### config.mk
export PLATFORM = sky130hd
export DESIGN_NAME = midi_poly
export DESIGN_NICKNAME = d
export VERILOG_FILES = /design/src/rtl/midi_pkg.sv /design/src/rtl/midi_voice_alloc.sv /design/src/rtl/midi_poly.sv
export SDC_FILE = /design/constraint.sdc
export NUM_CORES = 1
export LEC_CHECK = 0
export ABC_AREA = 1
export CORE_MARGIN = 2
export CORE_UTILIZATION = 53
export DETAILED_ROUTE_END_ITERATION = 10
export PLACE_DENSITY = 0.8
export RECOVER_POWER = 100
export SYNTH_ARGS = -nofsm -noshare
export SYNTH_HDL_FRONTEND = slang
export SYNTH_SLANG_ARGS = --single-unit
### constraint.sdc
create_clock -name clk -period 2.5 [get_ports clk]
set_input_delay 0.25 -clock clk [delete_from_list [all_inputs] [get_ports clk]]
set_output_delay 0.25 -clock clk [all_outputs]
set_load 0.01 [all_outputs]
### src/rtl/midi_pkg.sv
// Shared MIDI constants, parser state type and message-length helper
// for the polyphonic MIDI decoder.
package midi_pkg;

   localparam logic [3:0] NOTE_OFF = 4'h8;
   localparam logic [3:0] NOTE_ON  = 4'h9;
   localparam logic [3:0] POLY_AT  = 4'hA;
   localparam logic [3:0] CC       = 4'hB;
   localparam logic [3:0] PROG     = 4'hC;
   localparam logic [3:0] CH_AT    = 4'hD;
   localparam logic [3:0] BEND     = 4'hE;

   localparam logic [7:0]  SYS_RESET   = 8'hFF;
   localparam logic [13:0] BEND_CENTRE = 14'h2000;

   typedef enum logic [1:0] {
      IDLE,
      D1,
      D2
   } parse_t;

   function automatic logic [1:0] data_len(input logic [3:0] nib);
      data_len = (nib == PROG || nib == CH_AT) ? 2'd1 : 2'd2;
   endfunction

endpackage

### src/rtl/midi_voice_alloc.sv
// Polyphonic note table: same-note match, lowest-free-slot allocation
// and overflow pulse when every slot is busy.
module midi_voice_alloc #(
   parameter int VOICES = 4
) (
   input  logic                  clk,
   input  logic                  rst_n,
   input  logic                  clear,
   input  logic                  note_on,
   input  logic                  note_off,
   input  logic [6:0]            note,
   input  logic [6:0]            vel,
   output logic [7*VOICES-1:0]   note_num,
   output logic [7*VOICES-1:0]   note_vel,
   output logic [VOICES-1:0]     gate,
   output logic                  overflow
);

   logic [VOICES-1:0] hit;
   logic [VOICES-1:0] alloc;
   logic              found;

   always_comb begin
      hit   = '0;
      alloc = '0;
      found = 1'b0;
      for (int i = 0; i < VOICES; i++) begin
         hit[i] = gate[i] && (note_num[7*i +: 7] == note);
         if (!gate[i] && !found) begin
            alloc[i] = 1'b1;
            found    = 1'b1;
         end
      end
   end

   always_ff @(posedge clk or negedge rst_n) begin
      if (!rst_n) begin
         note_num <= '0;
         note_vel <= '0;
         gate     <= '0;
         overflow <= 1'b0;
      end else if (clear) begin
         note_num <= '0;
         note_vel <= '0;
         gate     <= '0;
         overflow <= 1'b0;
      end else begin
         overflow <= note_on && !(|hit) && !found;
         for (int i = 0; i < VOICES; i++) begin
            if (note_on && (|hit)) begin
               if (hit[i])
                  note_vel[7*i +: 7] <= vel;
            end else if (note_on) begin
               if (alloc[i]) begin
                  note_num[7*i +: 7] <= note;
                  note_vel[7*i +: 7] <= vel;
                  gate[i]            <= 1'b1;
               end
            end else if (note_off && hit[i]) begin
               note_vel[7*i +: 7] <= 7'd0;
               gate[i]            <= 1'b0;
            end
         end
      end
   end

endmodule

### src/rtl/midi_poly.sv
// MIDI byte-stream parser with running status, channel filter,
// program/pitch-bend registers and a polyphonic voice table.
module midi_poly
   import midi_pkg::*;
#(
   parameter int         VOICES  = 4,
   parameter logic [3:0] CHANNEL = 4'd0,
   parameter bit         OMNI    = 1'b0
) (
   input  logic                  clk,
   input  logic                  rst_n,
   input  logic                  ce,
   input  logic [7:0]            data,
   input  logic                  dv,
   output logic [7*VOICES-1:0]   note_num,
   output logic [7*VOICES-1:0]   note_vel,
   output logic [VOICES-1:0]     gate,
   output logic [6:0]            program_num,
   output logic [13:0]           pitch_bend,
   output logic                  overflow
);

   parse_t     state, state_n;
   logic [7:0] status, status_n;
   logic [6:0] d1, d1_n;
   logic       exec;
   logic       sys_clr;
   logic       accept;
   logic [3:0] nib;
   logic       run;
   logic [6:0] b1;
   logic [6:0] b2;
   logic       note_on;
   logic       note_off;

   assign accept = ce && dv;
   assign nib    = status[7:4];

   always_comb begin
      state_n  = state;
      status_n = status;
      d1_n     = d1;
      exec     = 1'b0;
      sys_clr  = 1'b0;
      if (accept) begin
         unique case (1'b1)
            (data == SYS_RESET):
               sys_clr = 1'b1;
            (data[7:3] == 5'b11111 && data != SYS_RESET): ;
            (data[7:3] == 5'b11110): begin
               state_n  = IDLE;
               status_n = 8'h00;
            end
            (data[7] && data[7:4] != 4'hF): begin
               status_n = data;
               state_n  = D1;
            end
            (!data[7]): begin
               unique case (state)
                  D1: begin
                     if (data_len(nib) == 2'd1) begin
                        exec = 1'b1;
                     end else begin
                        d1_n    = data[6:0];
                        state_n = D2;
                     end
                  end
                  D2: begin
                     exec    = 1'b1;
                     state_n = D1;
                  end
                  default: ;
               endcase
            end
            default: ;
         endcase
      end
   end

   always_ff @(posedge clk or negedge rst_n) begin
      if (!rst_n) begin
         state  <= IDLE;
         status <= 8'h00;
         d1     <= 7'd0;
      end else if (sys_clr) begin
         state  <= IDLE;
         status <= 8'h00;
         d1     <= 7'd0;
      end else begin
         state  <= state_n;
         status <= status_n;
         d1     <= d1_n;
      end
   end

   // Off-channel messages are still counted so running status stays aligned
   assign run = exec && (OMNI || status[3:0] == CHANNEL);
   assign b1  = (state == D2) ? d1 : data[6:0];
   assign b2  = data[6:0];

   assign note_on  = run && nib == NOTE_ON && b2 != 7'd0;
   assign note_off = run && (nib == NOTE_OFF ||
                             (nib == NOTE_ON && b2 == 7'd0));

   always_ff @(posedge clk or negedge rst_n) begin
      if (!rst_n) begin
         program_num <= 7'd0;
         pitch_bend  <= BEND_CENTRE;
      end else if (sys_clr) begin
         program_num <= 7'd0;
         pitch_bend  <= BEND_CENTRE;
      end else if (run) begin
         if (nib == PROG)
            program_num <= b2;
         if (nib == BEND)
            pitch_bend <= {b2, d1};
      end
   end

   midi_voice_alloc #(
      .VOICES (VOICES)
   ) u_alloc (
      .clk      (clk),
      .rst_n    (rst_n),
      .clear    (sys_clr),
      .note_on  (note_on),
      .note_off (note_off),
      .note     (b1),
      .vel      (b2),
      .note_num (note_num),
      .note_vel (note_vel),
      .gate     (gate),
      .overflow (overflow)
   );

endmodule
Word level (Yosys, flattened, before mapping)
Index checks and enable logic that the tools add are counted.
{"block": "word_totals", "out_inout_bits": 82, "ff_bits": 99, "input_bits": 12}
{"block": "classes", "mux": 86, "eq_ne": 32, "n_reduce_logical": 71}
{"operator": "$mux 7", "count": 41}
{"operator": "$mux 28", "count": 2}
{"operator": "$mux 14", "count": 3}
{"operator": "$reduce_and 3->1", "count": 11}
{"operator": "$eq 7x7->1", "count": 4}
{"operator": "$mux 1", "count": 28}
{"operator": "$logic_and 1x1->1", "count": 21}
{"operator": "$eq 4x4->1 const B", "count": 5}
{"operator": "$ne 4x4->1 const B", "count": 5}
{"operator": "$reduce_bool 4->1", "count": 5}
{"operator": "$reduce_bool 2->1", "count": 9}
{"operator": "$mux 8", "count": 2}
{"operator": "$pmux 8 s2", "count": 1}
{"operator": "$reduce_bool 3->1", "count": 5}
{"operator": "$ne 3x2->1 const B", "count": 4}
{"operator": "$mux 2", "count": 5}
{"operator": "$ne 3x3->1 const B", "count": 3}
{"operator": "$eq 8x8->1 const B", "count": 1}
{"operator": "$logic_not 1->1", "count": 8}
{"operator": "$reduce_and 2->1", "count": 4}
{"operator": "$reduce_and 4->1", "count": 2}
{"operator": "$logic_not 7->1", "count": 1}
{"operator": "$reduce_bool 7->1", "count": 1}
{"operator": "$ne 2x2->1 const B", "count": 3}
{"operator": "other kinds (13)", "count": 15}

Longest topological paths before layout
Gate-level depths: netlist (run 1).
{"block": "depth", "word_depth": 15, "ltp_mapped": 18, "mapped_depth_nobuf": 17}

Cells and area by module
A second synthesis (run 1) with hierarchy kept.
{"block": "unflattened", "hier_cells": 721, "area_unflattened_um2": 5470.2}
{"module": "midi_voice_alloc", "cells_each": 467, "n_inst": 1, "area_each_um2": 3329.4}
{"module": "midi_poly", "cells_each": 254, "n_inst": 1, "area_each_um2": 2140.8}

Least setup slack after synthesis (run 1)
Ideal clock, no wire load.
{"block": "synth_timing", "kind": "register -> register", "from": "register state[0]", "to": "register u_alloc.note_num[18]", "stages_incl_launch_ff": 18, "period_less_slack_ns": 2.108, "path_slack_ns": 0.392, "arrival_ns": 1.985, "setup_time_ns": 0.123, "path_cell_list": "dfrtp_1 -> inv_1 -> ha_1 -> buf_4 -> nand2_1 -> nand2_1 -> nand2_1 -> nand2_1 -> nor2_1 -> nand2_1 -> nor2_2 -> nor2_1 -> nand2_4 -> nand2_4 -> nand2_2 -> buf_6 -> nand2_1 -> o21ai_1"}
{"block": "synth_between", "elab_chain_len": 10}
{"element": "start, declared", "line_no": "midi_poly.sv:23", "source": "parse_t state, state_n;"}
{"element": "start signal, assigned", "line_no": "midi_poly.sv:90", "source": "state <= state_n;"}
{"element": "$eq 2x2->1 / $eq 2x1->1 (equally long branches)", "line_no": "midi_poly.sv:59, midi_poly.sv:98"}
{"element": "$pmux 1 s2", "line_no": "midi_poly.sv:59", "source": "unique case (state)"}
{"element": "$mux 1", "line_no": "midi_poly.sv:46", "source": "unique case (1'b1)"}
{"element": "$mux 1", "line_no": "midi_poly.sv:45", "source": "if (accept) begin"}
{"element": "$logic_and 1x1->1", "line_no": "midi_poly.sv:97", "source": "assign run = exec && (OMNI || status[3:0] == CHANNEL);"}
{"element": "$logic_and 1x1->1 (2 in a row)", "line_no": "midi_poly.sv:101", "source": "assign note_on = run && nib == NOTE_ON && b2 != 7'd0;"}
{"element": "$logic_and 1x1->1", "line_no": "midi_voice_alloc.sv:50", "source": "if (note_on && (|hit)) begin"}
{"element": "$ne 2x2->1 (no source line)"}
{"element": "$reduce_and 3->1 (no source line)"}
{"element": "end signal, assigned by index", "line_no": "midi_voice_alloc.sv:55", "source": "note_num[7*i +: 7] <= note;"}
{"element": "end, declared", "line_no": "midi_voice_alloc.sv:13", "source": "output logic [7*VOICES-1:0] note_num,"}
Parallel ways exist; a longest one is shown, timed or not. The select of a mux whose other input is x is not followed.
A chain may end at the register's enable or synchronous reset.

Worst setup path after layout (run 1)
{"block": "layout_timing", "from": "register state[1]", "to": "register u_alloc.note_vel[25]"}
{"block": "layout_between", "elab_chain_len": 10}
{"element": "$eq 2x2->1 / $eq 2x1->1 (equally long branches)", "line_no": "midi_poly.sv:59, midi_poly.sv:98"}
{"element": "$pmux 1 s2", "line_no": "midi_poly.sv:59"}
{"element": "$mux 1", "line_no": "midi_poly.sv:46"}
{"element": "$mux 1", "line_no": "midi_poly.sv:45"}
{"element": "$logic_and 1x1->1", "line_no": "midi_poly.sv:97"}
{"element": "$logic_and 1x1->1 (2 in a row)", "line_no": "midi_poly.sv:101"}
{"element": "$logic_and 1x1->1 / $mux 7 (equally long branches)", "line_no": "midi_voice_alloc.sv:50, midi_voice_alloc.sv:53"}
{"element": "$ne 4x4->1 (no source line) (tied with other cells)"}
{"element": "$reduce_and 3->1 (no source line) / $mux 28 (equally long branches)"}
{"element": "end signal, assigned by index", "line_no": "midi_voice_alloc.sv:52", "source": "note_vel[7*i +: 7] <= vel;"}
{"element": "end signal, assigned by index", "line_no": "midi_voice_alloc.sv:56", "source": "note_vel[7*i +: 7] <= vel;"}
{"element": "end, declared", "line_no": "midi_voice_alloc.sv:14", "source": "output logic [7*VOICES-1:0] note_vel,"}
Parallel ways exist; a longest one is shown, timed or not.

==> metrics, run 1 <==
outcome=finished clean; RSZ-0062 raised after global routing=true; synthesis-to-finish area growth=30.9%; Critical Path AT=2.69 ns; crit end category=flop; Tightest Hold Check Type=flop to flop; HPWL Detailed=11900 um; Yosys top cell by area=dfrtp_1; R2R Path Start=state[1]; CTS tree=yes; antenna cells=0; DRT antenna net count=0; largest net degree at the start of global routing=44; num rows=36; TritonCTS Buffers=9; core area=9770 um2; Layout Nets=820; top-area cell type share of the netlist area=0.461; most numerous cell in the Yosys netlist=nand2_1; Initial Util=0.544; Slew Viols, Final=0; first-pass GRT wire length=25600 um; Mapped Nets=701; CP startpoint=state[1]; gr ovfl total=0; initial antenna violation count=0; Post-Synth Adder-Cell Area=0.00471; synthesized area per cell=7.74 um2; Fin Setup TNS=0 ns; RR Endpoint=u_alloc.note_vel[25]; Via Count=5241; Setup CP Type=flop to flop; WL final=15900 um; main combinational cell family by area after synthesis=simple AND/OR/NAND/NOR gates; Max Clock Skew=0.0102 ns; Tot Pwr=4.14 mW; Port Buf Inserts=93; share of layout cells above drive strength 1=0.139; xor and xnor area share after synthesis=0; register bit total from synthesis=99; simple-gate share of the synthesized area=0.382; First-pass DRT Iterations=5; GP Congestion=0.970; Post-synth top cells=248 x nand2_1, 98 x dfrtp_1, 69 x inv_1, 50 x nor2_1, 46 x nand3_1; Tightest Pin Transition=1.05 ns; Max Clock Freq=425 MHz; DRC viols=0; Max-Cap Viols=0; min setup slack post-route=0.149 ns; most used routing layer=met2; FFs w/ async S/R, synth=1.00; clock root buffer=clkbuf_8; crit path max fanout=9; Ys Warns=0; Max IR drop VDD=619 uV; grt met1 use=0.396; Hold Path End=u_alloc.note_vel[5]; Distinct cells, synth=32; vias in the first global route=4976; flop-to-flop setup slack=0.15 ns; Mapped Area=5320 um2; fillers=798; Final Cell Area=6960 um2; top area cells in the synthesized netlist=dfrtp_1 46%, nand2_1 18%, inv_1 4.9%; I/O pins=94; # setup viols final=0; mux contribution to synthesized area=0; die area=10800 um2; clock sink total=99; GR Layer Usage met3=0.0833; starting DRC count in detailed routing=300; crit start category=flop; relative slew slack=0.303; wire per inst=16.8 um; Post-DP Area=6500 um2; Setup WS pre-CTS=-0.0475 ns; hold depth=2; Hold Fails Final Rpt=0; number of enable flip-flop cells after synthesis=0; clock buffer depth=2; Die Y-Extent=104 um; Tcrit/Tclk final=0.940; htree depth=3; DIE WIDTH=104 um; dominant synthesized flop cell=dfrtp_1; Cell Count Post-Placement=920; CP Data Required Time=2.84 ns; All-Layer GR Usage=0.303; final core utilization=0.712; met2 usage=0.492; Synth Instances=687; Vias per Instance=5.55; static leakage=3.44 nW; PwrDens=595 nW/um2; sequential cell area fraction in the yosys report=0.466; hold path start=u_alloc.note_vel[5]; hold slack=0.474 ns; Layout Cells excl Fill=944; fin crit period=2.35 ns; compound-gate portion of the synthesized area=0.0784; clock latency on the worst-skew pair=0.40 ns; clock slew at reported path FFs=0.09 ns; R2R depth=12
[routing by layer]
layer | vias to the layer above | wire, um | share of wire
li1 | 2495 | - | -
met5 | - | 0 | 0
met3 | 32 | 1190 | 0.075
met4 | 0 | 286 | 0.018
met1 | 2507 | 6570 | 0.41
met2 | 207 | 7820 | 0.49
[logic make-up after synthesis]
| kind of cell | count (synthesis) |
|---|---|
| and+or+nand+nor | 425 |
| DFF | 99 |
| buffers and inverters | 83 |
| AOI/OAI and AO/OA | 78 |
| adders and majority gates | 2 |
[flip-flops by register name, summed over array words and instances, names as in the netlist]
name	flops
d1	7
pitch_bend	14
program_num	7
state	2
status	8
u_alloc.gate	4
u_alloc.note_num	28
u_alloc.note_vel	28
u_alloc.overflow	1
[how the worst max path moves through the flow]
stage / end / slack (ns) / depth (start not counted)
after detailed placement: u_alloc.note_num[4] / -0.05 / 15
after global placement: u_alloc.note_num[0] / 0.04 / 14
final: u_alloc.note_vel[25] / 0.15 / 12
after floorplan: u_alloc.note_num[18] / 0.39 / 17
after global routing: u_alloc.note_vel[24] / -0.03 / 17
after CTS: u_alloc.note_num[7] / -0.03 / 15
[where the power goes]
| group | switching [mW] | leakage, nW | total (mW) | internal [mW] |
|---|---|---|---|---|
| clock network | 0.564 | 0.0950 | 1.02 | 0.458 |
| registers | 0.108 | 1.35 | 1.82 | 1.71 |
| logic | 0.860 | 2.00 | 1.29 | 0.435 |
| total | 1.53 | 3.44 | 4.14 | 2.61 |
[cell type report]
cell class / instances / area, um2 / share of cell area
multi-input cells: 506 / 2690 / 0.386
flip-flops and latches: 99 / 2480 / 0.356
repair buffers: 120 / 1170 / 0.168
inverters: 70 / 265 / 0.0381
well taps: 133 / 166 / 0.0239
clock buffers: 9 / 124 / 0.0178
clock inverters: 7 / 68.8 / 0.00988
[critical path, stage by stage (launching register included)]
cell and delay (ns):
dfrtp_1 0.42, buf_4 0.15, inv_1 0.04, ha_1 0.20, nand2_1 0.11, nand2_2 0.10
nand3_2 0.10, nor3_4 0.19, buf_4 0.22, nand4_1 0.09, nor2_1 0.37, nand4_1 0.20
nand2_1 0.10
[repair_timing]
item	4_1_cts	5_1_grt
gates resized for setup	3	48
hold buffers	1	0
gates cloned	0	1
hold endpoints to repair	37	0
pin swaps	2	7
buffers inserted	3	3
endpoints found under the setup margin	47	75
[cell usage in the layout, fill, tap and decap left out, types with 5 or more instances in the layout]
cell,instances
o21ai_0,29
nand3_4,16
nand2_2,16
nor2_1,38
nand2_1,236
o22ai_1,6
inv_1,69
clkdlybuf4s50_1,33
nand4_1,41
nand3_1,43
nand2_4,7
clkbuf_8,9
buf_4,20
nor2_2,15
dlygate4sd3_1,60
o21ai_1,32
nand3_2,5
dfrtp_1,98
Power figures use the tool's default switching activity.
==> run 2: changes to the inputs <==
--- a/config.mk
+++ b/config.mk
@@ -10,7 +10,6 @@
 export CORE_UTILIZATION = 53
 export DETAILED_ROUTE_END_ITERATION = 10
 export PLACE_DENSITY = 0.8
-export RECOVER_POWER = 100
 export SYNTH_ARGS = -nofsm -noshare
 export SYNTH_HDL_FRONTEND = slang
 export SYNTH_SLANG_ARGS = --single-unit
==> metrics, run 2 (synthesized netlist as in run 1, its figures left out) <==
crit start category=flop; Initial Util=0.544; All-Layer GR Usage=0.303; Cell Count Post-Placement=920; First-pass DRT Iterations=6; core area=9770 um2; clock slew at reported path FFs=0.09 ns; clock sink total=99; Max Clock Freq=424 MHz; DRT antenna net count=0; clock buffer depth=2; Worst path slowest cell=dfrtp_1; WP buf/inv=3; Die Y-Extent=104 um; GP Congestion=0.970; Top Registers=u_alloc.note_num: 28 flops, u_alloc.note_vel: 28 flops, pitch_bend: 14 flops; Cell Chain, Critical Path=buf_4, inv_1, ha_1, nand2_1, nand2_2, nand3_2, nor3_4, buf_4, nand4_1, nor2_1, nand4_1, nand2_1; Via Count=5249; antenna cells=0; Critical Path AT=2.70 ns; R2R Path Start=state[1]; relative slew slack=0.510; WL final=15900 um; Post-DP Area=6500 um2; Tightest Hold Check Type=input pin to async pin; Hold Fails Final Rpt=0; HPWL Detailed=11900 um; Layout Cells excl Fill=944; DIE WIDTH=104 um; Slew Viols, Final=0; share of layout cells above drive strength 1=0.141; first-pass GRT wire length=25600 um; initial antenna violation count=0; CTS tree=yes; num rows=36; Tightest Pin Transition=0.726 ns; clock latency on the worst-skew pair=0.40 ns; max incr delay on CP=0.42 ns; hold slack=0.350 ns; static leakage=3.24 nW; I/O pins=94; CP Data Required Time=2.84 ns; largest net degree at the start of global routing=44; Tcrit/Tclk final=0.944; htree depth=3; flop-to-flop setup slack=0.14 ns; crit end category=flop; Max Clock Skew=0.0110 ns; most common cell after layout, fill and taps aside=nand2_1; Final Cell Area=6980 um2; TritonCTS Buffers=9; Max IR drop VDD=619 uV; die area=10800 um2; CP top delay family=simple AND/OR/NAND/NOR gates; starting DRC count in detailed routing=287; Setup CP Type=flop to flop; clock root buffer=clkbuf_8; fillers=794; Max-Cap Viols=0; RSZ-0062 raised after global routing=true; wire per inst=16.8 um; vias in the first global route=4976; register area=2480 um2; outcome=finished clean; PwrDens=595 nW/um2; R2R depth=12; most frequent cells in the layout=236 x nand2_1, 98 x dfrtp_1, 92 x clkdlybuf4s50_1; DRC viols=0; # setup viols final=0; fin crit period=2.36 ns; gr ovfl total=0; Port Buf Inserts=93; crit path max fanout=9; Layout Nets=820; synthesis-to-finish area growth=31.3%; Vias per Instance=5.56; RR Endpoint=u_alloc.note_vel[25]; footprint of the multi-input gates=2690 um2
-- run 2: worst max-delay path by stage --
stage,start,endpoint,slack [ns],depth (start not counted)
4_1_cts,state[1],u_alloc.note_num[7],-0.03,15
3_5_place_dp,state[1],u_alloc.note_num[4],-0.05,15
3_3_place_gp,data[4],u_alloc.note_num[0],0.04,14
2_1_floorplan,state[0],u_alloc.note_num[18],0.39,17
6_report,state[1],u_alloc.note_vel[25],0.14,12
5_1_grt,state[0],u_alloc.note_vel[24],-0.03,17
-- run 2: power by group --
part | internal [mW] | switching (mW)
Clock | 0.458 | 0.567
Combinational | 0.442 | 0.862
Sequential | 1.71 | 0.109
-- run 2: metal layers --
| layer | global-route usage | part of all wire | up-vias |
|---|---|---|---|
| li1 | - | - | 2493 |
| met5 | 0 | 0 | - |
| met1 | 0.396 | 0.42 | 2525 |
| met2 | 0.492 | 0.49 | 201 |
| met4 | 0.0927 | 0.017 | 0 |
| met3 | 0.0833 | 0.069 | 30 |
-- run 2: per-stage QoR --
stage	setup TNS, ns	power, mW	util	setup WS, ns
after floorplan	0	2.58	-	0.392
after global placement	0	2.97	0.665	0.0421
after detailed placement	-0.447	2.99	0.665	-0.0475
after CTS	-0.122	4.02	0.690	-0.0289
after global routing	-0.111	4.40	0.714	-0.0266
final	0	4.15	0.714	0.140
-- run 2: cell type report --
| cell class | count | area share |
|---|---|---|
| Clock buffer | 9 | 0.0177 |
| Clock inverter | 7 | 0.00985 |
| Inverter | 70 | 0.0380 |
| Multi-Input combinational cell | 506 | 0.385 |
| Sequential cell | 99 | 0.355 |
| Tap cell | 133 | 0.0238 |
| Timing Repair Buffer | 120 | 0.171 |
-- run 2: worst register-to-register path: stages (launching register included) --
cell and delay, ns:
dfrtp_1 0.42, buf_4 0.15, inv_1 0.04, ha_1 0.20, nand2_1 0.10, nand2_2 0.10, nand3_2 0.10, nor3_4 0.19
buf_4 0.22, nand4_1 0.10, nor2_1 0.38, nand4_1 0.20, nand2_1 0.11
-- run 2: repair_timing --
item                                    in CTS  in global routing
gates resized for setup                      3                 48
endpoints found under the setup margin      47                 75
hold buffers                                 1                  0
pin swaps                                    2                  7
cloned                                       0                  1
setup buffers                                3                  3
endpoints found under the hold margin       37                  0
